===== config.mk =====
export PLATFORM = sky130hd
export DESIGN_NAME = overlay_sequencer
export DESIGN_NICKNAME = d
export VERILOG_FILES = /design/src/rtl/overlay_sequencer.sv
export SDC_FILE = /design/constraint.sdc
export NUM_CORES = 1
export LEC_CHECK = 0
export CAP_MARGIN = 5
export CORE_UTILIZATION = 49
export DETAILED_ROUTE_END_ITERATION = 8
export PLACE_DENSITY = 0.93
export SLEW_MARGIN = 40
export SYNTH_ARGS = -nofsm -noshare
export SYNTH_HDL_FRONTEND = slang
export SYNTH_SLANG_ARGS = --single-unit

===== constraint.sdc =====
create_clock -name clk -period 2.8 [get_ports clk]
set_input_delay 0.56 -clock clk [delete_from_list [all_inputs] [get_ports clk]]
set_output_delay 0.56 -clock clk [all_outputs]
set_load 0.05 [all_outputs]

===== src/rtl/overlay_sequencer.sv =====
// Frame-synchronous overlay sequencer: fade-in / hold / fade-out / gap brightness cycle,
// a triangle-wave vertical bounce, and a registered clamped composite of overlay over background.
module overlay_sequencer #(
    parameter int H_LAST      = 799,
    parameter int V_LAST      = 524,
    parameter int FADE_FRAMES = 4,
    parameter int HOLD_FRAMES = 120,
    parameter int GAP_FRAMES  = 30,
    parameter int BOUNCE_MAX  = 8
) (
    input  logic       clk,
    input  logic       rst_n,
    input  logic [9:0] x,
    input  logic [9:0] y,
    input  logic       frame_active,
    input  logic       freeze,
    input  logic [5:0] background_rgb,
    input  logic [5:0] overlay_rgb_in,
    input  logic       overlay_active_in,
    output logic [9:0] x_ov,
    output logic [9:0] y_ov,
    output logic [5:0] rgb_out,
    output logic [1:0] level,
    output logic [1:0] state,
    output logic [7:0] cycle_count
);

    typedef enum logic [1:0] {
        ST_GAP      = 2'd0,
        ST_FADE_IN  = 2'd1,
        ST_HOLD     = 2'd2,
        ST_FADE_OUT = 2'd3
    } state_t;

    localparam logic [9:0] H_LAST_V   = 10'(H_LAST);
    localparam logic [9:0] V_LAST_V   = 10'(V_LAST);
    localparam logic [7:0] FADE_LAST  = 8'(FADE_FRAMES - 1);
    localparam logic [7:0] HOLD_LAST  = 8'(HOLD_FRAMES - 1);
    localparam logic [7:0] GAP_LAST   = 8'(GAP_FRAMES - 1);
    localparam logic [7:0] BOUNCE_TOP = 8'(BOUNCE_MAX);

    state_t     state_reg, state_next;
    logic [7:0] cnt_reg, cnt_next;
    logic [1:0] level_reg, level_next;
    logic [7:0] bounce_reg, bounce_next;
    logic       bounce_down_reg, bounce_down_next;
    logic [7:0] cycle_count_reg, cycle_count_next;
    logic [5:0] rgb_reg, rgb_next;
    logic [5:0] clamped_rgb;
    logic       frame_tick;
    logic       advance;

    // Everything advances only on the last pixel of a frame, so a frame sees constant settings.
    assign frame_tick = (x == H_LAST_V) && (y == V_LAST_V);
    assign advance    = frame_tick && !freeze;

    always_ff @(posedge clk) begin
        if (!rst_n) begin
            state_reg       <= ST_GAP;
            cnt_reg         <= 8'd0;
            level_reg       <= 2'd0;
            bounce_reg      <= 8'd0;
            bounce_down_reg <= 1'b0;
            cycle_count_reg <= 8'd0;
            rgb_reg         <= 6'd0;
        end else begin
            state_reg       <= state_next;
            cnt_reg         <= cnt_next;
            level_reg       <= level_next;
            bounce_reg      <= bounce_next;
            bounce_down_reg <= bounce_down_next;
            cycle_count_reg <= cycle_count_next;
            rgb_reg         <= rgb_next;
        end
    end

    always_comb begin
        state_next       = state_reg;
        cnt_next         = cnt_reg;
        level_next       = level_reg;
        bounce_next      = bounce_reg;
        bounce_down_next = bounce_down_reg;
        cycle_count_next = cycle_count_reg;
        if (advance) begin
            if (BOUNCE_MAX == 0) begin
                bounce_next = 8'd0;
            end else if (!bounce_down_reg) begin
                if (bounce_reg == BOUNCE_TOP) begin
                    bounce_down_next = 1'b1;
                    bounce_next      = bounce_reg - 8'd1;
                end else begin
                    bounce_next = bounce_reg + 8'd1;
                end
            end else begin
                if (bounce_reg == 8'd0) begin
                    bounce_down_next = 1'b0;
                    bounce_next      = bounce_reg + 8'd1;
                end else begin
                    bounce_next = bounce_reg - 8'd1;
                end
            end

            cnt_next = cnt_reg + 8'd1;
            case (state_reg)
                ST_GAP: begin
                    if (cnt_reg == GAP_LAST) begin
                        cnt_next         = 8'd0;
                        state_next       = ST_FADE_IN;
                        level_next       = 2'd0;
                        cycle_count_next = cycle_count_reg + 8'd1;
                    end
                end
                ST_FADE_IN: begin
                    if (cnt_reg == FADE_LAST) begin
                        cnt_next   = 8'd0;
                        level_next = level_reg + 2'd1;
                        // Reaching full brightness moves straight into HOLD on the same tick.
                        if (level_reg == 2'd2) state_next = ST_HOLD;
                    end
                end
                ST_HOLD: begin
                    if (cnt_reg == HOLD_LAST) begin
                        cnt_next   = 8'd0;
                        state_next = ST_FADE_OUT;
                    end
                end
                default: begin
                    if (cnt_reg == FADE_LAST) begin
                        cnt_next   = 8'd0;
                        level_next = level_reg - 2'd1;
                        if (level_reg == 2'd1) state_next = ST_GAP;
                    end
                end
            endcase
        end
    end

    generate
        for (genvar gi = 0; gi < 3; gi++) begin : g_clamp
            assign clamped_rgb[2*gi+1:2*gi] =
                (overlay_rgb_in[2*gi+1:2*gi] > level_reg) ? level_reg : overlay_rgb_in[2*gi+1:2*gi];
        end
    endgenerate

    always_comb begin
        rgb_next = 6'd0;
        if (frame_active) begin
            if (overlay_active_in && (level_reg != 2'd0)) rgb_next = clamped_rgb;
            else                                          rgb_next = background_rgb;
        end
    end

    assign x_ov        = x;
    assign y_ov        = y - {2'b00, bounce_reg};
    assign rgb_out     = rgb_reg;
    assign level       = level_reg;
    assign state       = state_reg;
    assign cycle_count = cycle_count_reg;

endmodule


* After elaboration in Yosys (flattened, before gate mapping)
Index checks and enable logic that the tools add are counted.
** Word-level totals
- Register bits after elaboration :: 35
- Logic and storage cells :: 71
- Bits of input ports :: 37
** Operators by class
- Mux-type cells :: 25
- Equality and inequality tests :: 14
- $lt $le $gt $ge :: 3
- Reduce and logical (&&, ||, !) cells :: 14
- Add/subtract/negate cells :: 7
- Bitwise gates (word level) :: 1
** Operators by type and width (number)
- 2-to-1 mux 8 bit :: 6
- adder 8 x 1 -> 8 bit (second input constant) :: 3
- 2-to-1 mux 2 bit :: 12
- == test 10 bit (second input constant) :: 2
- one-hot mux 8 bit (2 select lines) :: 1
- one-hot mux 2 bit (3 select lines) :: 2
- subtractor 10 x 8 -> 10 bit :: 1
- == test 8 x 2 -> 1 bit (second input constant) :: 1
- == test 8 x 4 -> 1 bit (second input constant) :: 1
- == test 8 x 5 -> 1 bit (second input constant) :: 1
- == test 8 x 7 -> 1 bit (second input constant) :: 1
- zero test 8 bit :: 1
- inequality test 2 bit (second input constant) :: 4
- subtractor 8 x 1 -> 8 bit (second input constant) :: 1
- AND reduction 7 bit :: 1
- greater-than comparator 2 bit :: 3
- 2-to-1 mux 6 bit :: 1
- AND reduction 5 bit :: 1
- == test 2 x 1 -> 1 bit (second input constant) :: 2
- == test 2 bit (second input constant) :: 2
- nonzero test 2 bit :: 2
- nonzero test 4 bit :: 1
- logical AND 1 bit :: 3
- 2-to-1 mux 1 bit :: 3
- other kinds (8) :: 8

* Depth between registers and ports, before layout
- Depth in word-level cells :: 4
- Mapped depth :: 9
- Gate-level depth less buffers :: 9

* Least setup slack after synthesis
No wires, ideal clock.
- Path kind :: input -> output
- From :: in y[0]
- To :: out y_ov[8]
- Arrival :: 2.630 ns
- Path slack :: -0.390 ns
- Buffers on the path :: 0
- Stages :: 9
- Cells stage by stage :: inv_1 ha_1 inv_1 fa_1 a21o_1 a211oi_1 nor2_1 o22ai_1 xor2_1
** Between the ends
- Cells in the longest elaborated chain, start to end :: 1
** RTL lines
- start, declared :: line 14 : input logic [9:0] y,
- subtractor 10 x 8 -> 10 bit :: line 154 : assign y_ov = y - {2'b00, bounce_reg};
- end, declared :: line 21 : output logic [9:0] y_ov,
No other way between the ends.

* Worst setup path in the final report
Ends and elaborated chain as after synthesis.

==> metrics.log <==
[metrics] TritonCTS buffer count: 5
[metrics] clock input transition at the sequential cells of the worst setup and hold paths: approximately 0.08 ns
[metrics] ports placed on the boundary: 75
[metrics] worst skew pair latency: 0.30 ns
[metrics] total nets after synthesis: 408
[metrics] total power divided by cell area: about 360 mW/mm²
[metrics] result of the run: complete, but fails checks
[metrics] most used cells in the layout excluding fill and tap cells: sky130_fd_sc_hd__clkdlybuf4s50_1 (60), sky130_fd_sc_hd__dfxtp_1 (32), sky130_fd_sc_hd__nand2_1 (30), sky130_fd_sc_hd__ha_1 (25)
[metrics] path category of the worst min-delay check: flip-flop to flip-flop
[metrics] via density per instance: 5.97
[metrics] Hold Path Origin: cycle_count[6]$_SDFFE_PN0P_
[metrics] element type at the critical path start: input pin
[metrics] area of the die: 0.00590 mm²
[metrics] DR pass1 iterations: 5
[metrics] number of placement rows: 26
[metrics] gate count of the mapped netlist: 341
[metrics] peak fanout along the critical path: 2
[metrics] total number of yosys warnings: 0
[metrics] worst slew pin tran: 0.512 ns
[metrics] fin crit share: 1.02
[metrics] antenna cells: 0
[metrics] Worst Hold Depth: 2
[metrics] wire length reported by the detailed router: 8340 µm
[metrics] Slew Limit Fails: 0
[metrics] Area growth syn-to-layout: 45.4%
[metrics] Global Route Usage Sum: 0.281
[metrics] aggregate global routing overflow: 0
[metrics] Overall Power: 1.44 mW
[metrics] RSZ-0062 raised after global routing: yes
[metrics] final setup margin: -0.0615 ns
[metrics] number of hold violations in the final report: 0
[metrics] final weighted congestion in routability-driven placement: between 0.9 and 1
[metrics] R2R depth: 8
[metrics] proportion of layout cells with a drive suffix above 1: 0.170
[metrics] peak supply drop: 279 µV
[metrics] fraction of the yosys area taken by sequential cells: 0.256
[metrics] quantity of I/O buffers inserted on ports: 74
[metrics] setup TNS: -0.0691 ns
[metrics] Worst Setup Slack post-DPL: -0.573 ns
[metrics] via count of the first global-routing pass: 2921
[metrics] endpoint type of the worst setup path: output pin
[metrics] Data required, critical path: 2.24 ns
[metrics] final clock skew: roughly 0.0040 ns
[metrics] starting DRC count in detailed routing: 217
[metrics] worst slew slack as a fraction of its limit: 0.650
[metrics] standby leakage power: 1.62 nW
[metrics] failing checks: setup timing
[metrics] Max Root-Sink Buffers: 2
[metrics] average wire per standard cell: 16.7 µm
[metrics] cell total after placement: 490
[metrics] Max Cap Viol: 0
[metrics] wire length of the first global-routing pass: 13500 µm
[metrics] worst endpoint data arrival time: 2.30 ns
[metrics] CTS tree: built
[metrics] number of DRC violations after detailed routing: 0
[metrics] FF-to-FF End: bounce_reg[3]$_SDFFE_PN0P_
[metrics] most common cell after layout, fill and taps aside: sky130_fd_sc_hd__clkdlybuf4s50_1
[metrics] maximum number of pins on one net before global-route repair: 26
[metrics] CTS sink count: 35
[metrics] sink of the worst hold path: cycle_count[6]$_SDFFE_PN0P_
[metrics] # nets final: 496
[metrics] H-tree depth: 2
[metrics] cell chosen for the clock root: sky130_fd_sc_hd__clkbuf_8
[metrics] remaining antenna violation count after routing: 0
[metrics] Max Fclk: 349 MHz
[metrics] EDFF count, synth: 0
[metrics] Register-to-Register Setup Slack: 0.58 ns
[metrics] number of different library cells in the post-synthesis netlist: 52
[metrics] via count: 2983
[metrics] antenna violations before repair: 0
[metrics] post-DP HPWL: 5780 µm
[metrics] post-synthesis instance area: 0.00274 mm²
[metrics] core area: about 0.0052 mm²
[metrics] asr flop ratio synth: 0
[metrics] Most used DFF post-synth: sky130_fd_sc_hd__dfxtp_1
[metrics] number of storage elements in the synthesis netlist: 35
[metrics] starting utilization of the core area: 0.523
[metrics] critical path class: input pin to output pin
[metrics] final hold slack: 0.504 ns
[metrics] width of the die: 76.8 µm
[metrics] DIE HEIGHT: approximately 77 µm
[metrics] final critical-path required period: around 2.9 ns
[metrics] r2r startpoint: bounce_reg[0]$_SDFFE_PN0P_
[metrics] mean instance size in the synthesized netlist: between 8 and 9 µm²
[metrics] number of non-filler instances in the completed layout: 500
[metrics] final number of setup-violating endpoints: 2
-- power breakdown --
| group | switching, mW | internal [mW] | leakage (nW) |
|---|---|---|---|
| registers | 0.00604 | 0.504 | 0.285 |
| logic | 0.242 | 0.220 | 1.28 |
| clock network | 0.207 | 0.265 | 0.0581 |
-- what timing repair did --
action / 4_1_cts / 5_1_grt
endpoints found under the setup margin: 6 / 5
pin swaps: 14 / 7
endpoints found under the hold margin: 0 / 0
hold buffers: 0 / 0
resized for setup: 25 / 14
setup buffers: 2 / 0
-- critical path, stage by stage --
cell	delay, ns
sky130_fd_sc_hd__buf_8	0.10
sky130_fd_sc_hd__inv_4	0.05
sky130_fd_sc_hd__ha_4	0.13
sky130_fd_sc_hd__inv_2	0.04
sky130_fd_sc_hd__fa_2	0.35
sky130_fd_sc_hd__a21o_1	0.19
sky130_fd_sc_hd__a211oi_2	0.22
sky130_fd_sc_hd__nor2_2	0.09
sky130_fd_sc_hd__o22ai_2	0.23
sky130_fd_sc_hd__xor2_4	0.19
sky130_fd_sc_hd__buf_12	0.15
-- metrics by stage --
step / area, µm² / utilization
4_1_cts: 3960 / 0.755
3_3_place_gp: 3770 / 0.721
2_1_floorplan: 2780 / -
6_report: 3990 / 0.761
3_5_place_dp: 3770 / 0.721
5_1_grt: 3990 / 0.761
-- cells in the mapped netlist (2+ instances only) --
master	instances	area, µm²
sky130_fd_sc_hd__and3_1	5	31.3
sky130_fd_sc_hd__nand2_1	30	113
sky130_fd_sc_hd__inv_1	24	90.1
sky130_fd_sc_hd__and2_1	3	18.8
sky130_fd_sc_hd__o211ai_1	2	15.0
sky130_fd_sc_hd__o22ai_1	2	12.5
sky130_fd_sc_hd__or3_1	4	25.0
sky130_fd_sc_hd__xor2_1	3	26.3
sky130_fd_sc_hd__nor4_1	8	50.1
sky130_fd_sc_hd__nor2b_1	8	50.1
sky130_fd_sc_hd__dfxtp_1	35	701
sky130_fd_sc_hd__o21ai_0	11	55.1
sky130_fd_sc_hd__nor2_1	25	93.8
sky130_fd_sc_hd__a211oi_1	2	15.0
sky130_fd_sc_hd__a31oi_1	4	25.0
sky130_fd_sc_hd__a211o_1	2	17.5
sky130_fd_sc_hd__o21a_1	3	22.5
sky130_fd_sc_hd__buf_4	10	75.1
sky130_fd_sc_hd__and4b_1	3	30.0
sky130_fd_sc_hd__mux2i_1	16	160
sky130_fd_sc_hd__or4_1	3	22.5
sky130_fd_sc_hd__xnor2_1	15	131
sky130_fd_sc_hd__a21oi_1	14	70.1
sky130_fd_sc_hd__nor3_1	15	75.1
sky130_fd_sc_hd__nand3_1	15	75.1
sky130_fd_sc_hd__and4_1	2	17.5
sky130_fd_sc_hd__nand2b_1	5	31.3
sky130_fd_sc_hd__o31ai_1	3	22.5
sky130_fd_sc_hd__ha_1	29	363
sky130_fd_sc_hd__nor4bb_1	3	30.0
sky130_fd_sc_hd__a21o_1	4	30.0
sky130_fd_sc_hd__clkbuf_1	6	22.5
sky130_fd_sc_hd__nand4_1	8	50.1
-- worst max path at each step --
stage / from / endpoint
CTS: y[0] / y_ov[8]
detailed placement: y[0] / y_ov[8]
floorplan: y[0] / y_ov[8]
global route: y[0] / y_ov[8]
finish: y[0] / y_ov[8]
global placement: y[0] / y_ov[8]
-- metal layers --
metal / wire length [µm] / GRT usage / vias to the layer above
li1: - / - / 1398
met1: 3340 / 0.316 / 1420
met2: 4340 / 0.512 / 138
met3: 513 / 0.0714 / 27
met4: 146 / 0.0923 / 0
met5: 0 / 0 / -
-- cell families after synthesis --
kind of cell,synth area share
AND/OR/NAND/NOR,0.273
AO/OA/AOI/OAI,0.141
buffers and inverters,0.0703
flip-flops,0.256
adder cells (fa/ha/maj),0.140
XOR/XNOR,0.0575
multiplexers,0.0625
-- cell type report --
class | count | area, µm²
Clock buffer | 5 | 68.8
Clock inverter | 3 | 43.8
Fill cell | 331 | 1250
Inverter | 24 | 92.6
Multi-Input combinational cell | 265 | 1960
Sequential cell | 35 | 707
Tap cell | 70 | 87.6
Timing Repair Buffer | 98 | 1020
Power figures use the tool's default switching activity.
